===== config.mk =====
export PLATFORM = sky130hd
export DESIGN_NAME = wb_master_seq
export DESIGN_NICKNAME = d
export VERILOG_FILES = /design/src/rtl/wb_master_seq.sv
export SDC_FILE = /design/constraint.sdc
export NUM_CORES = 1
export LEC_CHECK = 0
export ABC_AREA = 1
export CAP_MARGIN = 20
export CELL_PAD_IN_SITES_DETAIL_PLACEMENT = 1
export CELL_PAD_IN_SITES_GLOBAL_PLACEMENT = 1
export CORE_ASPECT_RATIO = 0.5
export CORE_MARGIN = 2
export CORE_UTILIZATION = 27
export DETAILED_ROUTE_END_ITERATION = 8
export PLACE_DENSITY = 0.85
export SLEW_MARGIN = 0
export SYNTH_ARGS = -nofsm -noshare
export SYNTH_HDL_FRONTEND = slang
export SYNTH_SLANG_ARGS = --single-unit

===== constraint.sdc =====
create_clock -name i_wb_clk -period 1.4 [get_ports i_wb_clk]
set_input_delay 0.14 -clock i_wb_clk [delete_from_list [all_inputs] [get_ports i_wb_clk]]
set_output_delay 0.14 -clock i_wb_clk [all_outputs]
set_load 0.02 [all_outputs]

===== src/rtl/wb_master_seq.sv =====
// Single-command Wishbone classic initiator: accepts one command, runs one bus cycle, returns one response.
// Optional ack timeout is built only when WB_MASTER_TIMEOUT_EN is defined; otherwise BUS waits for ack forever.
module wb_master_seq #(
    parameter int unsigned TIMEOUT_CYCLES = 16
) (
    input  logic        i_wb_clk,
    input  logic        i_wb_rst,
    input  logic        i_cmd_valid,
    output logic        o_cmd_ready,
    input  logic        i_cmd_we,
    input  logic [31:0] i_cmd_addr,
    input  logic [31:0] i_cmd_wdata,
    input  logic [3:0]  i_cmd_sel,
    output logic        o_rsp_valid,
    output logic [31:0] o_rsp_rdata,
    output logic        o_rsp_err,
    output logic        o_wb_cyc,
    output logic        o_wb_stb,
    output logic        o_wb_we,
    output logic [31:0] o_wb_addr,
    output logic [31:0] o_wb_data,
    output logic [3:0]  o_wb_sel,
    input  logic        i_wb_ack,
    input  logic [31:0] i_wb_data
);

    // state  | meaning
    // S_IDLE | ready for a command
    // S_BUS  | cyc/stb asserted, waiting for ack (or timeout)
    // S_RESP | one-cycle response strobe
    typedef enum logic [1:0] {
        S_IDLE = 2'd0,
        S_BUS  = 2'd1,
        S_RESP = 2'd2
    } state_t;

    state_t      r_state;
    state_t      w_state_nxt;
    logic        w_accept;
    logic        w_ack;
    logic        w_timeout;
    logic        r_we;
    logic [31:0] r_addr;
    logic [31:0] r_data;
    logic [3:0]  r_sel;
    logic [31:0] r_rdata;

    assign w_accept = i_cmd_valid && (r_state == S_IDLE);
    assign w_ack    = i_wb_ack && (r_state == S_BUS);

`ifdef WB_MASTER_TIMEOUT_EN
    localparam logic [7:0] LP_TC = 8'(TIMEOUT_CYCLES - 1);

    logic [7:0] r_cnt;
    logic       r_err;

    // Counter holds BUS cycles already elapsed; it is zero on the first BUS cycle.
    always_ff @(posedge i_wb_clk) begin
        if (i_wb_rst) begin
            r_cnt <= 8'd0;
        end else if (r_state != S_BUS) begin
            r_cnt <= 8'd0;
        end else begin
            r_cnt <= r_cnt + 8'd1;
        end
    end

    // Ack in the terminal cycle wins over the abort.
    assign w_timeout = (r_state == S_BUS) && !i_wb_ack && (r_cnt == LP_TC);

    always_ff @(posedge i_wb_clk) begin
        if (i_wb_rst) begin
            r_err <= 1'b0;
        end else if (w_ack) begin
            r_err <= 1'b0;
        end else if (w_timeout) begin
            r_err <= 1'b1;
        end
    end

    assign o_rsp_err = r_err;
`else
    assign w_timeout = 1'b0;
    assign o_rsp_err = 1'b0;
`endif

    always_ff @(posedge i_wb_clk) begin
        if (i_wb_rst) begin
            r_state <= S_IDLE;
        end else begin
            r_state <= w_state_nxt;
        end
    end

    always_comb begin
        w_state_nxt = r_state;
        case (r_state)
            S_IDLE:  if (w_accept) w_state_nxt = S_BUS;
            S_BUS:   if (w_ack || w_timeout) w_state_nxt = S_RESP;
            S_RESP:  w_state_nxt = S_IDLE;
            default: w_state_nxt = S_IDLE;
        endcase
    end

    always_ff @(posedge i_wb_clk) begin
        if (i_wb_rst) begin
            r_we    <= 1'b0;
            r_addr  <= 32'd0;
            r_data  <= 32'd0;
            r_sel   <= 4'd0;
            r_rdata <= 32'd0;
        end else begin
            if (w_accept) begin
                r_we   <= i_cmd_we;
                r_addr <= i_cmd_addr;
                r_data <= i_cmd_we ? i_cmd_wdata : 32'd0;
                r_sel  <= i_cmd_sel;
            end
            if (w_ack) begin
                r_rdata <= r_we ? 32'd0 : i_wb_data;
            end else if (w_timeout) begin
                r_rdata <= 32'd0;
            end
        end
    end

    assign o_cmd_ready = (r_state == S_IDLE);
    assign o_rsp_valid = (r_state == S_RESP);
    assign o_wb_cyc    = (r_state == S_BUS);
    assign o_wb_stb    = (r_state == S_BUS);
    assign o_wb_we     = r_we;
    assign o_wb_addr   = r_addr;
    assign o_wb_data   = r_data;
    assign o_wb_sel    = r_sel;
    assign o_rsp_rdata = r_rdata;

endmodule


==> flow_metrics.env <==
export IMPL_status="complete, no violations"
export IMPL_drtPass1Iterations=4
export IMPL_r2r_start="r_state[0]$_SDFFE_PP0P_"
export IMPL_holdWs_ps=276.2
export IMPL_p_per_area_nw_per_um2=1037
export IMPL_min_path_cells=4
export IMPL_start_util=0.2804
export IMPL_worst_slack_ps=11.92
export IMPL_syn_avg_cell_area_sq_um=6.929
export IMPL_port_buffers=209
export IMPL_setup_viol_count_final=0
export IMPL_synthTopCellsByArea="dfxtp_1 (47%), nand2_1 (14%), nor2_1 (9.1%), nand3_1 (7.4%), nand3b_1 (6.2%)"
export IMPL_vias=4683
export IMPL_ctsHoldBuffers=0
export IMPL_cts_root_buffer="clkbuf_16"
export IMPL_fp_dieArea_sq_um=17320
export IMPL_cts_path_max_buffers=2
export IMPL_fin_cells=1033
export IMPL_final_area_sq_um=6882
export IMPL_ys_types=16
export IMPL_clk_latency_ps=350
export IMPL_gp_congestion=0.7437
export IMPL_num_fill_cells=1948
export IMPL_diodes=0
export IMPL_cp_common_cell="buf_4"
export IMPL_period_share=0.9915
export IMPL_fin_setup_tns_ps=0
export IMPL_grt_max_degree=50
export IMPL_yosys_warnings=0
export IMPL_worstPathMaxFanout=34
export IMPL_hold_path_end="o_wb_data[14]$_SDFFE_PP0P_"
export IMPL_remaining_drc_errors=0
export IMPL_synth_area_sq_um=4379
export IMPL_synth_seq_area_share=0.4709
export IMPL_drive_gt1_frac=0.05790
export IMPL_critPathCaptureType="register"
export IMPL_wire_per_inst_um=15.05
export IMPL_die_h_um=94.06
export IMPL_grt_pass1_wl_um=24320
export IMPL_grt_total_usage=0.1774
export IMPL_r2r_cells=6
export IMPL_min_from="i_cmd_valid"
export IMPL_async_reset_ff_frac=0
export IMPL_startpoint_type="register"
export IMPL_antenna_found_initial=0
export IMPL_area_delta_synth_final_pct=57.14
export IMPL_syn_nets=737
export IMPL_ir_worst_vdd_mv=0.8168
export IMPL_grt_overflow=0
export IMPL_slew_viol_final=0
export IMPL_slowest_stage="buf_4"
export IMPL_reg2reg_to="o_wb_addr[22]$_SDFFE_PP0P_"
export IMPL_crit_arrival_ps=1630
export IMPL_netlist_instances=632
export IMPL_cts_tree="done"
export IMPL_io_pins=211
export IMPL_numCtsBuffers=9
export IMPL_place_inst=1017
export IMPL_via_per_inst=4.533
export IMPL_rsz0062_at_grt="yes"
export IMPL_htreeDepth=3
export IMPL_drt_total_wl_um=15550
export IMPL_dp_hpwl_um=11290
export IMPL_crit_chain="buf_4, nor2_4, buf_4, nand3b_1, nand2_1, nor2_1"
export IMPL_fin_crit_ps=1388
export IMPL_dpl_worst_slack_ps=33.71
export IMPL_synth_edf_count=0
export IMPL_fin_nets=929
export IMPL_finClkSkew_ps=17.79
export IMPL_cts_sinks=103
export IMPL_placed_area_sq_um=6718
export IMPL_required_ps=1640
export IMPL_critPathMaxStageDelay_ps=360
export IMPL_synth_top_cells_by_count="nand2_1 (166), nor2_1 (106), dfxtp_1 (103)"
export IMPL_max_freq_ghz=0.7204
export IMPL_fp_coreArea_sq_um=15620
export IMPL_synth_flop_cell="dfxtp_1"
export IMPL_grt_pass1_vias=4889
export IMPL_hold_viol=0
export IMPL_die_w_um=184.1
export IMPL_synth_most_common_cell="nand2_1"
export IMPL_drtIter0Drc=142
export IMPL_critPathKind="register to register"
export IMPL_rrSetupSlack_ps=10
export IMPL_hold_class="primary input to register"
export IMPL_drtAntennaViolNets=0
export IMPL_num_rows=32
export IMPL_leakagePower_nw=3.581
export IMPL_fin_util=0.4407
export IMPL_synth_top_area_cell="dfxtp_1"
export IMPL_fin_total_pwr_mw=7.136
export IMPL_maxCapViolCount=0
export IMPL_clk_pin_slew_ps=80
export IMPL_cts_setup_buffers=0
export IMPL_ys_ff_latch=103
export IMPL_synth_top_area_frac=0.4709
## critical path, delay by kind of cell, from the launching register on
family | cells | cell delay (ps)
buf+inv | 2 | 510
flops | 1 | 320
simple gates | 4 | 440
## cells by family after synthesis
| logic type | share of synthesized area |
|---|---|
| compound gates | 0.03886 |
| simple gates | 0.3780 |
| flops | 0.4709 |
| other cells | 0.0008563 |
| buf+inv | 0.1114 |
## sequential cells by signal (all words and copies together), names as in the netlist
name,count
o_wb_addr,32
o_wb_sel,4
o_wb_we,1
o_rsp_rdata,32
r_state,2
o_wb_data,32
## metal layers
metal,wire length [um],global-route usage,part of all wire,vias up
met5,0,0,0,-
met4,504,0.06933,0.032,0
met3,497,0.03488,0.032,32
met2,8056,0.3343,0.52,99
met1,6487,0.1984,0.42,2242
li1,-,-,-,2310
## cell usage in the layout, fill, tap and decap left out
| cell | instances |
|---|---|
| nand2_1 | 166 |
| nor2_1 | 105 |
| clkdlybuf4s50_1 | 103 |
| dfxtp_1 | 103 |
| dlygate4sd2_1 | 101 |
| inv_1 | 67 |
| nand3_1 | 65 |
| nand3b_1 | 36 |
| a21oi_1 | 34 |
| buf_4 | 14 |
| clkbuf_16 | 9 |
| buf_12 | 6 |
| clkdlybuf4s15_2 | 3 |
| nor2_4 | 2 |
| inv_2 | 2 |
| clkinvlp_4 | 2 |
| inv_6 | 2 |
| inv_8 | 2 |
| buf_2 | 2 |
| nor2_2 | 1 |
| nand2_2 | 1 |
| nand3_2 | 1 |
| conb_1 | 1 |
| clkinv_4 | 1 |
## how the worst max path moves through the flow
stage | from | to | slack (ps) | cells past startpoint
floorplan | o_wb_we$_SDFFE_PP0P_ | o_rsp_rdata[10]$_SDFFE_PP0P_ | 210 | 5
global placement | r_state[0]$_SDFFE_PP0P_ | o_wb_stb | 40 | 3
detailed placement | r_state[0]$_SDFFE_PP0P_ | o_wb_sel[3]$_SDFFE_PP0P_ | 30 | 6
CTS | r_state[0]$_SDFFE_PP0P_ | o_wb_data[21]$_SDFFE_PP0P_ | 2 | 5
global route | r_state[0]$_SDFFE_PP0P_ | o_wb_data[28]$_SDFFE_PP0P_ | -100 | 5
finish | r_state[0]$_SDFFE_PP0P_ | o_wb_addr[22]$_SDFFE_PP0P_ | 10 | 6
## final cells by class
type,count,area [sq um],share of cell area
Clock inverter,7,63.81,0.009273
Multi-Input combinational cell,412,1832,0.2662
Inverter,69,259.0,0.03764
Sequential cell,103,2062,0.2996
Timing Repair Buffer,229,2185,0.3175
Clock buffer,9,225.2,0.03273
Tap cell,204,255.2,0.03709
## report_power, final
| part | internal (mW) | total, mW | switching [mW] |
|---|---|---|---|
| Sequential | 3.10 | 3.18 | 0.0831 |
| Clock | 1.25 | 2.49 | 1.24 |
| Combinational | 0.656 | 1.47 | 0.809 |
## timing repair
action | in CTS | in global routing
setup endpoints to repair | 106 | 70
endpoints found under the hold margin | 0 | 0
gates resized for setup | 115 | 0
(Power assumes the default switching activity.)
